--- src/rtl/rij_trace_pkg.sv ---
// rij_trace_pkg: shared state encoding and trace record layout
// for the rij_trace_buf instruction trace buffer.
package rij_trace_pkg;

  typedef enum logic [1:0] {
    IDLE  = 2'd0,
    ARMED = 2'd1,
    CAPT  = 2'd2,
    DONE  = 2'd3
  } trace_st_e;

  localparam int REC_W    = 98;
  localparam int PC_LSB   = 66;
  localparam int INST_LSB = 34;
  localparam int F_LSB    = 2;
  localparam int ZF_BIT   = 1;
  localparam int OF_BIT   = 0;

  function automatic logic [REC_W-1:0] rec_pack(
    input logic [31:0] pc,
    input logic [31:0] inst,
    input logic [31:0] f,
    input logic        zf,
    input logic        of
  );
    return {pc, inst, f, zf, of};
  endfunction

endpackage

--- src/rtl/rij_trace_fifo.sv ---
// rij_trace_fifo: first-word fall-through record storage;
// dout reads zero while empty.
import rij_trace_pkg::*;

module rij_trace_fifo #(
  parameter int DEPTH = 16
) (
  input  logic                     clk,
  input  logic                     rst_n,
  input  logic                     push,
  input  logic                     pop,
  input  logic                     clear,
  input  logic [REC_W-1:0]         din,
  output logic [REC_W-1:0]         dout,
  output logic [$clog2(DEPTH):0]   count
);

  localparam int AW = $clog2(DEPTH);

  logic [REC_W-1:0] mem [DEPTH];
  logic [AW-1:0]    wptr;
  logic [AW-1:0]    rptr;
  logic             do_push;
  logic             do_pop;

  assign do_push = push && !clear;
  assign do_pop  = pop && !clear;

  always_ff @(posedge clk) begin
    if (do_push) mem[wptr] <= din;
  end

  always_ff @(posedge clk or negedge rst_n) begin
    if (!rst_n) begin
      wptr  <= '0;
      rptr  <= '0;
      count <= '0;
    end else if (clear) begin
      wptr  <= '0;
      rptr  <= '0;
      count <= '0;
    end else begin
      if (do_push) wptr <= wptr + 1'b1;
      if (do_pop)  rptr <= rptr + 1'b1;
      case ({do_push, do_pop})
        2'b10:   count <= count + 1'b1;
        2'b01:   count <= count - 1'b1;
        default: count <= count;
      endcase
    end
  end

  assign dout = (count != '0) ? mem[rptr] : '0;

endmodule

--- src/rtl/rij_trace_buf.sv ---
// rij_trace_buf: triggered CPU trace capture into a FIFO.
// Define RIJ_TRACE_DEDUP_EN to skip repeated-PC captures.
import rij_trace_pkg::*;

module rij_trace_buf #(
  parameter int DEPTH = 16
) (
  input  logic                   clk_low,
  input  logic                   rst,
  input  logic [31:0]            PC,
  input  logic [31:0]            Inst_code,
  input  logic [31:0]            F,
  input  logic                   FR_ZF,
  input  logic                   FR_OF,
  input  logic                   arm,
  input  logic                   disarm,
  input  logic                   clear,
  input  logic [31:0]            trig_pc,
  output logic                   rd_valid,
  input  logic                   rd_ready,
  output logic [31:0]            rd_pc,
  output logic [31:0]            rd_inst,
  output logic [31:0]            rd_f,
  output logic                   rd_zf,
  output logic                   rd_of,
  output logic [$clog2(DEPTH):0] count,
  output logic [1:0]             state
);

  localparam int CW = $clog2(DEPTH) + 1;
  localparam logic [CW-1:0] FULL = CW'(DEPTH);

  trace_st_e        st;
  logic             hit;
  logic             dup;
  logic             cap;
  logic             full;
  logic             pop;
  logic             push;
  logic             drop;
  logic [REC_W-1:0] din;
  logic [REC_W-1:0] dout;

  assign hit  = (st == ARMED) && (PC == trig_pc);
  assign cap  = hit || ((st == CAPT) && !dup);
  assign full = (count == FULL);
  assign pop  = rd_valid && rd_ready && !clear;
  assign push = cap && !clear && (!full || pop);
  assign drop = cap && !clear && full && !pop;
  assign din  = rec_pack(PC, Inst_code, F, FR_ZF, FR_OF);

`ifdef RIJ_TRACE_DEDUP_EN
  logic [31:0] last_pc;

  always_ff @(posedge clk_low or negedge rst) begin
    if (!rst)      last_pc <= '0;
    else if (push) last_pc <= PC;
  end

  // trigger cycle is ARMED, so it is never deduplicated
  assign dup = (st == CAPT) && (PC == last_pc);
`else
  assign dup = 1'b0;
`endif

  always_ff @(posedge clk_low or negedge rst) begin
    if (!rst) begin
      st <= IDLE;
    end else if (disarm) begin
      st <= IDLE;
    end else if (arm && ((st == IDLE) || (st == DONE))) begin
      st <= ARMED;
    end else if (drop) begin
      st <= DONE;
    end else if (hit) begin
      st <= CAPT;
    end
  end

  rij_trace_fifo #(.DEPTH(DEPTH)) u_fifo (
    .clk   (clk_low),
    .rst_n (rst),
    .push  (push),
    .pop   (pop),
    .clear (clear),
    .din   (din),
    .dout  (dout),
    .count (count)
  );

  assign state    = st;
  assign rd_valid = (count != '0);
  assign rd_pc    = dout[PC_LSB +: 32];
  assign rd_inst  = dout[INST_LSB +: 32];
  assign rd_f     = dout[F_LSB +: 32];
  assign rd_zf    = dout[ZF_BIT];
  assign rd_of    = dout[OF_BIT];

endmodule

--- config.mk ---
export PLATFORM = sky130hd
export DESIGN_NAME = rij_trace_buf
export DESIGN_NICKNAME = d
export VERILOG_FILES = /design/src/rtl/rij_trace_pkg.sv /design/src/rtl/rij_trace_fifo.sv /design/src/rtl/rij_trace_buf.sv
export SDC_FILE = /design/constraint.sdc
export NUM_CORES = 1
export LEC_CHECK = 0
export ABC_CLOCK_PERIOD_IN_PS = 8400
export BUFFER_PORTS_ARGS = -buffer_cell sky130_fd_sc_hd__buf_2
export CAP_MARGIN = 20
export CORE_ASPECT_RATIO = 1.4
export CORE_MARGIN = 4
export CORE_UTILIZATION = 55
export DETAILED_ROUTE_END_ITERATION = 16
export GPL_ROUTABILITY_DRIVEN = 0
export PLACE_DENSITY_LB_ADDON = 0.05
export SLEW_MARGIN = 5
export SYNTH_ARGS = -nofsm -noshare
export SYNTH_HDL_FRONTEND = slang
export SYNTH_SLANG_ARGS = --single-unit
--- constraint.sdc ---
create_clock -name clk_low -period 8.4 [get_ports clk_low]
set_input_delay 1.26 -clock clk_low [delete_from_list [all_inputs] [get_ports clk_low]]
set_output_delay 1.26 -clock clk_low [all_outputs]
set_load 0.05 [all_outputs]
# After elaboration in Yosys (flattened, before gate mapping)
# Memory sizes are Yosys's and may differ from the RTL's.
# Index checks and enable logic that the tools add are counted.
[word_totals]
regBits = 15
mem_bits_rw = 1568
input_bits = 136
wordCells = 51
n_memories = 1
[op_classes]
addsub = 4
eq_ne = 7
mux = 13
reduce_logical = 22
[mem_list]
columns = ["name", "depth", "width", "rd", "rd_clocked_by_memory_dff", "write_ports", "line", "source"]
rows = [
  ["u_fifo.mem", 16, 98, 1, 0, 1, "rij_trace_fifo.sv:20", "logic [REC_W-1:0] mem [DEPTH];"],
]
[ops]
columns = ["cell", "n"]
rows = [
  ["$mux W98", 1],
  ["$eq A32 B32 Y1", 1],
  ["$mux W4", 4],
  ["$logic_and A1 B1 Y1", 10],
  ["$pmux W5 S2", 1],
  ["$add A4 B1 Y4 const B", 2],
  ["$mux W2", 4],
  ["$eq A2 B2 Y1 const B", 3],
  ["$add A5 B1 Y5 const B", 1],
  ["$eq A5 B5 Y1 const B", 1],
  ["$mux W5", 1],
  ["$reduce_bool A5 Y1", 1],
  ["$sub A5 B1 Y5 const B", 1],
  ["$eq A2 B1 Y1 const B", 2],
  ["$reduce_bool A2 Y1", 2],
  ["$reduce_bool A4 Y1", 1],
  ["$logic_not A1 Y1", 3],
  ["$logic_or A1 B1 Y1", 3],
  ["$reduce_bool A3 Y1", 1],
  ["$logic_not A2 Y1", 1],
  ["$mux W1", 2],
]

# Logic depth before layout (Yosys ltp)
# Gate-level depths: netlist of run 1.
[depth]
depth_word = 9
mapped_depth = 14
depth_no_buf = 14

# Cells and area by module
# Synthesis of run 1 repeated with hierarchy kept, for this count alone.
[hier_totals]
cells_unflattened = 2676
area_unflattened_um2 = 60754.5
[by_module_without_submodules]
columns = ["module", "instances", "cells_each", "area_each_um2"]
rows = [
  ["rij_trace_fifo", 1, 2611, 60212.7],
  ["rij_trace_buf", 1, 65, 541.8],
]

# Worst setup path before layout of run 1
# Ideal clock, no wire load.
[synth_path]
kind = "input to register"
startpoint = "input trig_pc[20]"
endpoint = "memory u_fifo.mem[4][0], enable pin"
setup_time_ps = 695
arrival_ps = 9725
required_ps = 7705
setup_slack_ps = -2020
stages = 6
cell_sequence = "xnor2_1 -> nand4_1 -> or4_4 -> o31ai_4 -> and2_1 -> nor3b_1"
[synth_between]
elab_chain_len = 8
[synth_lines]
columns = ["element", "line", "source"]
rows = [
  ["from (decl)", "rij_trace_buf.sv:18", "input logic [31:0] trig_pc,"],
  ["$eq A32 B32 Y1", "rij_trace_buf.sv:44", "assign hit = (st == ARMED) && (PC == trig_pc);"],
  ["$logic_and A1 B1 Y1", "rij_trace_buf.sv:44", ""],
  ["$logic_or A1 B1 Y1", "rij_trace_buf.sv:45", "assign cap = hit || ((st == CAPT) && !dup);"],
  ["$logic_and A1 B1 Y1 (2 in a row)", "rij_trace_buf.sv:48", "assign push = cap && !clear && (!full || pop);"],
  ["$logic_and A1 B1 Y1", "rij_trace_fifo.sv:26", "assign do_push = push && !clear;"],
  ["$mux W1", "rij_trace_fifo.sv:30", "if (do_push) mem[wptr] <= din;"],
  ["$mux W1 (not written as such)", "rij_trace_fifo.sv:30", ""],
  ["to (decl)", "rij_trace_fifo.sv:20", ""],
]
# Every way passes these cells.

# Worst setup path in the final report of run 1
[layout_path]
startpoint = "register u_fifo.rptr[0]"
endpoint = "output rd_inst[28]"
[layout_between]
elab_chain_len = 2
[layout_lines]
columns = ["element", "line", "source"]
rows = [
  ["from (decl)", "rij_trace_fifo.sv:22", "logic [AW-1:0] rptr;"],
  ["from (signal assigned)", "rij_trace_fifo.sv:44", "if (do_pop) rptr <= rptr + 1'b1;"],
  ["$mem_v2 Z16 W98", "n/a", ""],
  ["$mux W98", "rij_trace_fifo.sv:53", "assign dout = (count != '0) ? mem[rptr] : '0;"],
  ["to (decl)", "rij_trace_buf.sv:22", "output logic [31:0] rd_inst,"],
]
# Every way passes these cells.

==> impl_metrics.tcl, run 1 <==
set metrics [dict create \
    seqPwrFrac 0.465 \
    worst_pin_slew_ns 1.05 \
    htreeDepth 4 \
    antenna_found_initial 18 \
    grt.total_usage 0.240 \
    worstPathArrival_ns 4.22 \
    cap_violations 0 \
    num_vias 27300 \
    hold_ws_ns 0.426 \
    n_fill_cell 7499 \
    num_rows 144 \
    vias_per_cell 6.28 \
    drive_gt1_frac 0.347 \
    synth_top_area_share 0.774 \
    netlist_area_mm2 0.0608 \
    die_x_um 289 \
    ys_seq_area_frac 0.780 \
    ys_types 50 \
    cts_tree "done" \
    io_pins 242 \
    hold_violations 0 \
    post-route-min-period_ns 5.48 \
    clkSlewWorstSetupHoldPaths_ns 0.06 \
    syn_to_final_growth_pct 12.7 \
    p_comb_frac 0.200 \
    hold_buffers 0 \
    grt_start_max_net_pins 153 \
    drc_errors 0 \
    clockBufferDepth 3 \
    fmax_mhz 182 \
    clock_sinks 1583 \
    grt_pass1_wl_mm 200 \
    cellPowerDensity_mw_per_mm2 274 \
    die_h_um 402 \
    synthArstFlopShare 0.00948 \
    hold_path_class "in -> async" \
    yosysMostFrequentCell "edfxtp_1" \
    netlist_instances 2468 \
    synth-edff-count 1568 \
    drv_slew 0 \
    synth_area_leader_cell "edfxtp_1" \
    coreArea_mm2 0.110 \
    cp_max_fo 114 \
    drt_iter0_drc 2621 \
    first_pass_iters 5 \
    finalSetupViolCount 0 \
    synth_nets 2615 \
    cts_setup_buffers 0 \
    total_power_mw 18.8 \
    ys_warn_count 0 \
    die_area_mm2 0.116 \
    required_ns 7.14 \
    fin_crit_sh 0.653 \
    grt-ovfl-total 0 \
    clkLatencyLatePin_ns 0.75 \
    io_buffer_count 241 \
    synthTopCellsByCount "1568 x edfxtp_1, 490 x mux4_2, 99 x and2_1" \
    ys_ff_latch 1583 \
    wl_per_cell_um 31.2 \
    vdd_drop_max_v 0.000290 \
    cts-root-buf "clkbuf_16" \
    ant_nets 0 \
    initial_core_util 0.554 \
    clockPowerShare 0.335 \
    final_util 0.624 \
    slew_headroom 0.302 \
    critPathCaptureType "output pin" \
    power_leakage_nw 21.1 \
    totalWireLength_mm 136 \
    grt_pass1_vias 29400 \
    switching_share 0.273 \
    synth.avg_cell_area_um2 24.7 \
    status "finished clean" \
    yosys-top-cells-area "edfxtp_1 77%, mux4_2 18%, and2_1 1.0%" \
    intPower_mw 13.7 \
    power_switching_mw 5.14 \
    start_kind "register" \
    ys.flop_type "edfxtp_1" \
    grt_setup_unrepaired "false" \
    finalSetupTns_ns 0 \
    path_class "reg -> out" \
    dp_hpwl_mm 67.5 \
    fin_worst_skew_ns 0.0166 \
    cts_resized 0 \
    nets 2923 \
    numCtsBuffers 144 \
]
power groups by stage:
stage | clock network [mW] | registers (mW) | logic [mW]
after global placement | 0 | 8.92 | 3.78
after detailed placement | 0 | 8.93 | 3.82
after floorplan | 0 | 8.89 | 2.80
after global routing | 6.78 | 8.75 | 3.99
final | 6.30 | 8.75 | 3.76
after CTS | 6.45 | 8.76 | 3.83
kinds of logic (layout without fill, tap and decap cells):
family	after synthesis	in the layout	share of synthesized area
flops	1583	1583	0.780
simple gates	181	181	0.0179
fa+ha+maj	11	11	0.00239
mux	495	495	0.182
other cells	0	6	0
xor+xnor	32	32	0.00461
compound gates	28	28	0.00348
buf+inv	138	560	0.00930
metrics by stage:
stage / std cells / worst slack, ns / area (um^2)
final: 4356 / 2.92 / 68600
after detailed placement: 4089 / 2.87 / 64000
after CTS: 4349 / 2.67 / 68500
after floorplan: 2468 / 0.794 / 60900
after global routing: 4354 / 2.60 / 68600
after global placement: 4089 / 2.87 / 64000
critical path: stages, from the launching register on:
cell and delay, ns:
dfrtp_4 0.99, buf_12 0.77, mux4_2 0.62, mux4_2 0.47
and2_1 0.23, buf_2 0.23
metal layers:
layer	routed length, um	vias to the layer above	global-route usage
met3	8010	182	0.0408
li1	-	11300	-
met5	56	-	0
met4	2870	8	0.0640
met2	69500	918	0.397
met1	55400	15000	0.339
cell usage in the layout (no fill, tap or decap), drive strengths merged, types with 5 or more instances in the layout:
cell type | Yosys | final
edfxtp | 1568 | 1568
mux4 | 490 | 490
buf | 43 | 286
clkbuf | 81 | 182
and2 | 99 | 99
clkinv | 0 | 63
xnor2 | 21 | 21
nor2 | 21 | 21
inv | 14 | 18
dfrtp | 15 | 15
xor2 | 11 | 11
ha | 10 | 10
o21ai | 9 | 9
nand2 | 8 | 8
bufinv | 0 | 8
nand2b | 7 | 7
nor3 | 7 | 7
nand3 | 7 | 7
diode | 0 | 6
nand4 | 5 | 5
a21oi | 5 | 5
and3 | 5 | 5
nor2b | 5 | 5
sequential cells by signal, summed over array words and instances (netlist names):
signal        count
state             2
u_fifo.count      5
u_fifo.rptr       4
u_fifo.wptr       4
u_fifo.mem     1568
final timing paths:
| check | start | endpoint | slack, ns | cells past startpoint |
|---|---|---|---|---|
| max in group asynchronous | rst | u_fifo.rptr[2] | 7.67 | 1 |
| worst min-delay path | rst | u_fifo.rptr[0] | 0.43 | 1 |
| worst max-delay path | u_fifo.rptr[0] | rd_inst[28] | 2.92 | 5 |
| worst max register to register | state[1] | u_fifo.mem[8][36] | 4.69 | 9 |
| worst min register to register | u_fifo.count[3] | u_fifo.count[3] | 0.61 | 2 |
| min in group clk_low | u_fifo.count[3] | u_fifo.count[3] | 0.61 | 2 |
final cells by class:
class,count,area [um^2],area share
flip-flops and latches,1583,47500,0.692
multi-input cells,747,12900,0.188
clock buffers,182,3940,0.0574
well taps,1460,1830,0.0266
repair buffers,286,1760,0.0257
clock inverters,78,574,0.00837
inverters,14,57.6,0.000839
diodes,6,15.0,0.000219
Note: power is estimated with default switching activity, not from simulation.
==> inputs of run 2 (changes only) <==
- ABC_CLOCK_PERIOD_IN_PS: 8400 -> 5100
- CORE_UTILIZATION: 55 -> 60
- clock period: 8.4 -> 5.1 ns (I/O delays scaled with it)
==> impl_metrics.tcl, run 2 (same netlist as run 1, synthesis figures left out) <==
set metrics [dict create \
    hold_violations 0 \
    final_cell_mix "1568 x edfxtp_1, 490 x mux4_2, 241 x buf_2, 157 x clkbuf_16, 99 x and2_1" \
    fmax_mhz 226 \
    dp_hpwl_mm 72.4 \
    num_vias 27600 \
    die_x_um 277 \
    hold_ws_ns 0.197 \
    drive_gt1_frac 0.356 \
    fin_worst_skew_ns 0.0261 \
    slew_headroom 0.348 \
    grt_start_max_net_pins 78 \
    r2r_cells 11 \
    cellPowerDensity_mw_per_mm2 454 \
    drc_errors 0 \
    place_inst 3984 \
    fin_crit_sh 0.868 \
    antenna_found_initial 12 \
    cts_setup_buffers 0 \
    grt-ovfl-total 0 \
    cts_tree "done" \
    clockPowerShare 0.343 \
    vdd_drop_max_v 0.000369 \
    seqPwrFrac 0.457 \
    die_area_mm2 0.107 \
    n_fill_cell 6041 \
    power_switching_mw 8.44 \
    post-route-min-period_ns 4.43 \
    num_rows 137 \
    syn_to_final_growth_pct 13.9 \
    top_regs "u_fifo.mem x1568, u_fifo.count x5" \
    hold_path_class "in -> reg" \
    top_register "u_fifo.mem" \
    finalNonFillerCells 4249 \
    layout_commonest_cell "edfxtp_1" \
    holdPathStages 2 \
    start_kind "register" \
    post_dp_cell_area_mm2 0.0645 \
    grt_setup_unrepaired "false" \
    initial_core_util 0.608 \
    numCtsBuffers 145 \
    worst_pin_slew_ns 0.979 \
    grt_pass1_wl_mm 197 \
    largest_reg_flops 1568 \
    cts_resized 0 \
    clock_sinks 1583 \
    cap_violations 0 \
    htreeDepth 4 \
    final_util 0.692 \
    intPower_mw 23.0 \
    ff2ff_setup_slack_ns 1.86 \
    wl_per_cell_um 31.3 \
    status "finished clean" \
    cp_max_fo 25 \
    coreArea_mm2 0.100 \
    nets 2959 \
    io_pins 242 \
    finalSetupViolCount 0 \
    die_h_um 385 \
    clockBufferDepth 3 \
    grt_pass1_vias 29200 \
    pre_cts_ws_ns 0.601 \
    grt.total_usage 0.255 \
    p_comb_frac 0.200 \
    path_class "reg -> out" \
    cts-root-buf "clkbuf_16" \
    hold_buffers 1 \
    switching_share 0.268 \
    drv_slew 0 \
    ant_nets 0 \
    clkSlewWorstSetupHoldPaths_ns 0.06 \
    fin_area_mm2 0.0693 \
    critPathCaptureType "output pin" \
    required_ns 4.34 \
    layout_setup_ws_ns 0.675 \
    vias_per_cell 6.50 \
    drt_iter0_drc 2903 \
    total_power_mw 31.5 \
    clkLatencyLatePin_ns 0.75 \
    totalWireLength_mm 133 \
    first_pass_iters 5 \
    io_buffer_count 241 \
    finalSetupTns_ns 0 \
    worstPathArrival_ns 3.66 \
    power_leakage_nw 21.5 \
]
-- run 2: cell count changes in the layout (fill, tap and decap cells not counted), moves of 2 or more --
cell	change
clkinvlp_4	+2
clkbuf_16	+4
xnor2_2	+3
xnor2_1	-3
buf_4	+2
clkbuf_1	+3
clkinv_2	-12
inv_6	-3
clkinv_1	-3
bufinv_16	+6
buf_12	+33
-- run 2: final cells by class --
cell class | count | area (um^2) | area share
inverters | 14 | 55.1 | 0.000794
flip-flops and latches | 1583 | 47500 | 0.685
multi-input cells | 747 | 13000 | 0.187
repair buffers | 321 | 2420 | 0.0349
well taps | 1320 | 1650 | 0.0238
clock inverters | 69 | 681 | 0.00982
diodes | 5 | 12.5 | 0.000181
clock buffers | 190 | 4060 | 0.0586
-- run 2: worst paths after layout --
kind	start	endpoint
max in group asynchronous	rst	u_fifo.rptr[0]
min	disarm	state[0]
max	u_fifo.rptr[0]	rd_pc[19]
max reg2reg	u_fifo.count[0]	u_fifo.count[4]
min in group asynchronous	rst	state[0]
min reg2reg	u_fifo.count[2]	u_fifo.count[2]
-- run 2: layer usage --
metal / track usage / part of all wire / wire length (um) / up-vias
met4: 0.0603 / 0.019 / 2570 / 2
met1: 0.359 / 0.40 / 52700 / 15000
met3: 0.0461 / 0.063 / 8440 / 158
li1: - / - / - / 11300
met2: 0.430 / 0.52 / 69500 / 1130
met5: 0 / 0.000060 / 8 / -
-- run 2: power by group through the flow --
stage                     sequential [mW]  combinational [mW]  clock [mW]
after floorplan                      14.6                4.62           0
after global placement               14.7                6.31           0
after detailed placement             14.7                6.37           0
after CTS                            14.4                6.40        11.0
after global routing                 14.4                6.64        11.6
final                                14.4                6.28        10.8
-- run 2: critical path, cell delays in order, from the launching register on --
cell and delay (ns):
dfrtp_4 0.73, buf_12 0.29, buf_4 0.43, mux4_2 0.59
mux4_2 0.48, and2_1 0.17, buf_2 0.21
==> inputs of run 3 (changes only) <==
- ABC_CLOCK_PERIOD_IN_PS: 5100 -> 4700
- clock period: 5.1 -> 4.7 ns (I/O delays scaled with it)
==> impl_metrics.tcl, run 3 (same netlist as run 1, synthesis figures left out) <==
set metrics [dict create \
    finalSetupViolCount 0 \
    syn_to_final_growth_pct 14.2 \
    htreeDepth 4 \
    post-route-min-period_ns 4.32 \
    largest_reg_flops 1568 \
    grt_setup_unrepaired "false" \
    num_rows 137 \
    critPathCaptureType "output pin" \
    final_util 0.694 \
    slew_headroom 0.364 \
    path_class "reg -> out" \
    die_area_mm2 0.107 \
    initial_core_util 0.608 \
    clkSlewWorstSetupHoldPaths_ns 0.06 \
    layout_commonest_cell "edfxtp_1" \
    fin_worst_skew_ns 0.0171 \
    grt_pass1_wl_mm 202 \
    r2r-end "u_fifo.count[1]" \
    power_leakage_nw 21.6 \
    hold_buffers 1 \
    drc_errors 0 \
    wl_per_cell_um 31.7 \
    grt_pass1_vias 29600 \
    ff2ff_setup_slack_ns 1.46 \
    finalNonFillerCells 4278 \
    clockBufferDepth 3 \
    final_cell_mix "1568 x edfxtp_1, 490 x mux4_2, 241 x buf_2, 153 x clkbuf_16, 99 x and2_1" \
    num_vias 28000 \
    io_pins 242 \
    cts_resized 0 \
    hold_end "state[0]" \
    required_ns 3.99 \
    min_from "disarm" \
    r2r_cells 8 \
    top_regs "u_fifo.mem x1568, u_fifo.count x5" \
    cellPowerDensity_mw_per_mm2 485 \
    fin_area_mm2 0.0695 \
    first_pass_iters 6 \
    drt_iter0_drc 3169 \
    cts-root-buf "clkbuf_16" \
    nets 2991 \
    start_kind "register" \
    cap_violations 0 \
    grt_start_max_net_pins 74 \
    cp_max_fo 70 \
    cts_setup_buffers 0 \
    cts_tree "done" \
    vdd_drop_max_v 0.000523 \
    die_h_um 385 \
    hold_violations 0 \
    worstPathArrival_ns 3.61 \
    post_dp_cell_area_mm2 0.0650 \
    totalWireLength_mm 136 \
    fin_crit_sh 0.918 \
    fmax_mhz 232 \
    drv_slew 0 \
    hold_path_class "in -> reg" \
    top_register "u_fifo.mem" \
    finalSetupTns_ns 0 \
    numCtsBuffers 147 \
    vias_per_cell 6.55 \
    rr_startpoint "u_fifo.count[0]" \
    clkLatencyLatePin_ns 0.75 \
    io_buffer_count 241 \
    worst_pin_slew_ns 0.953 \
    antenna_found_initial 11 \
    ant_nets 0 \
    holdPathStages 2 \
    place_inst 4014 \
    die_x_um 277 \
    drive_gt1_frac 0.362 \
    coreArea_mm2 0.100 \
    clock_sinks 1583 \
    dp_hpwl_mm 77.4 \
    grt.total_usage 0.260 \
    status "finished clean" \
    grt-ovfl-total 0 \
]
[run 3: changes by cell type in the layout (fill, tap and decap cells not counted)]
cell        before  now
clkbuf_16      157  153
clkinvlp_4       5    2
inv_6            2    4
bufinv_16       14    8
clkbuf_8         1    0
clkinv_2        16   27
clkbuf_1        32   31
buf_4           30   44
clkinv_1        31   33
buf_12          49   65
diode_2          5    4
inv_4            1    0
clkinv_4         1    2
[run 3: how the worst max path moves through the flow]
stage,slack [ns],end,cells past startpoint,from
6_report,0.38,rd_inst[0],5,u_fifo.rptr[0]
3_3_place_gp,0.15,u_fifo.mem[0][37],9,PC[0]
5_1_grt,0.18,rd_inst[0],5,u_fifo.rptr[0]
2_1_floorplan,-1.00,u_fifo.mem[8][0],6,trig_pc[1]
4_1_cts,0.27,rd_inst[0],5,u_fifo.rptr[0]
3_5_place_dp,0.18,u_fifo.mem[0][23],9,PC[0]
[run 3: report_power, final]
group          leakage, nW  internal (mW)  switching (mW)
sequential            14.3           15.5          0.0997
combinational         5.07           2.65            4.17
clock                 2.22           6.37            4.88
[run 3: per-layer routing]
metal	up-vias	wire length [um]	global-route usage
met2	1140	70500	0.436
met4	2	2350	0.0526
met5	-	13	0
li1	11400	-	-
met3	168	8800	0.0485
met1	15300	54000	0.372
[run 3: critical path, stage by stage, from the launching register on]
cell and delay, ns:
dfrtp_4 0.69, buf_12 0.51, mux4_2 0.63, mux4_2 0.54, and2_1 0.19, buf_2 0.21
[run 3: stage by stage]
| step | hold WS (ns) | total power [mW] | setup WS [ns] |
|---|---|---|---|
| global route | 0.101 | 34.9 | 0.185 |
| finish | 0.140 | 33.7 | 0.385 |
| detailed placement | 0.601 | 22.8 | 0.178 |
| CTS | 0.0770 | 34.0 | 0.271 |
| floorplan | 0.409 | 20.9 | -1.00 |
| global placement | 0.588 | 22.8 | 0.150 |
[run 3: cell type report]
class / instances / area (um^2)
sequential: 1583 / 47500
fill: 6083 / 30600
multi-input combinational: 747 / 13000
clock buffer: 184 / 3950
timing repair buffer: 351 / 2850
tap: 1320 / 1650
clock inverter: 75 / 562
inverter: 14 / 53.8
antenna: 4 / 10.0
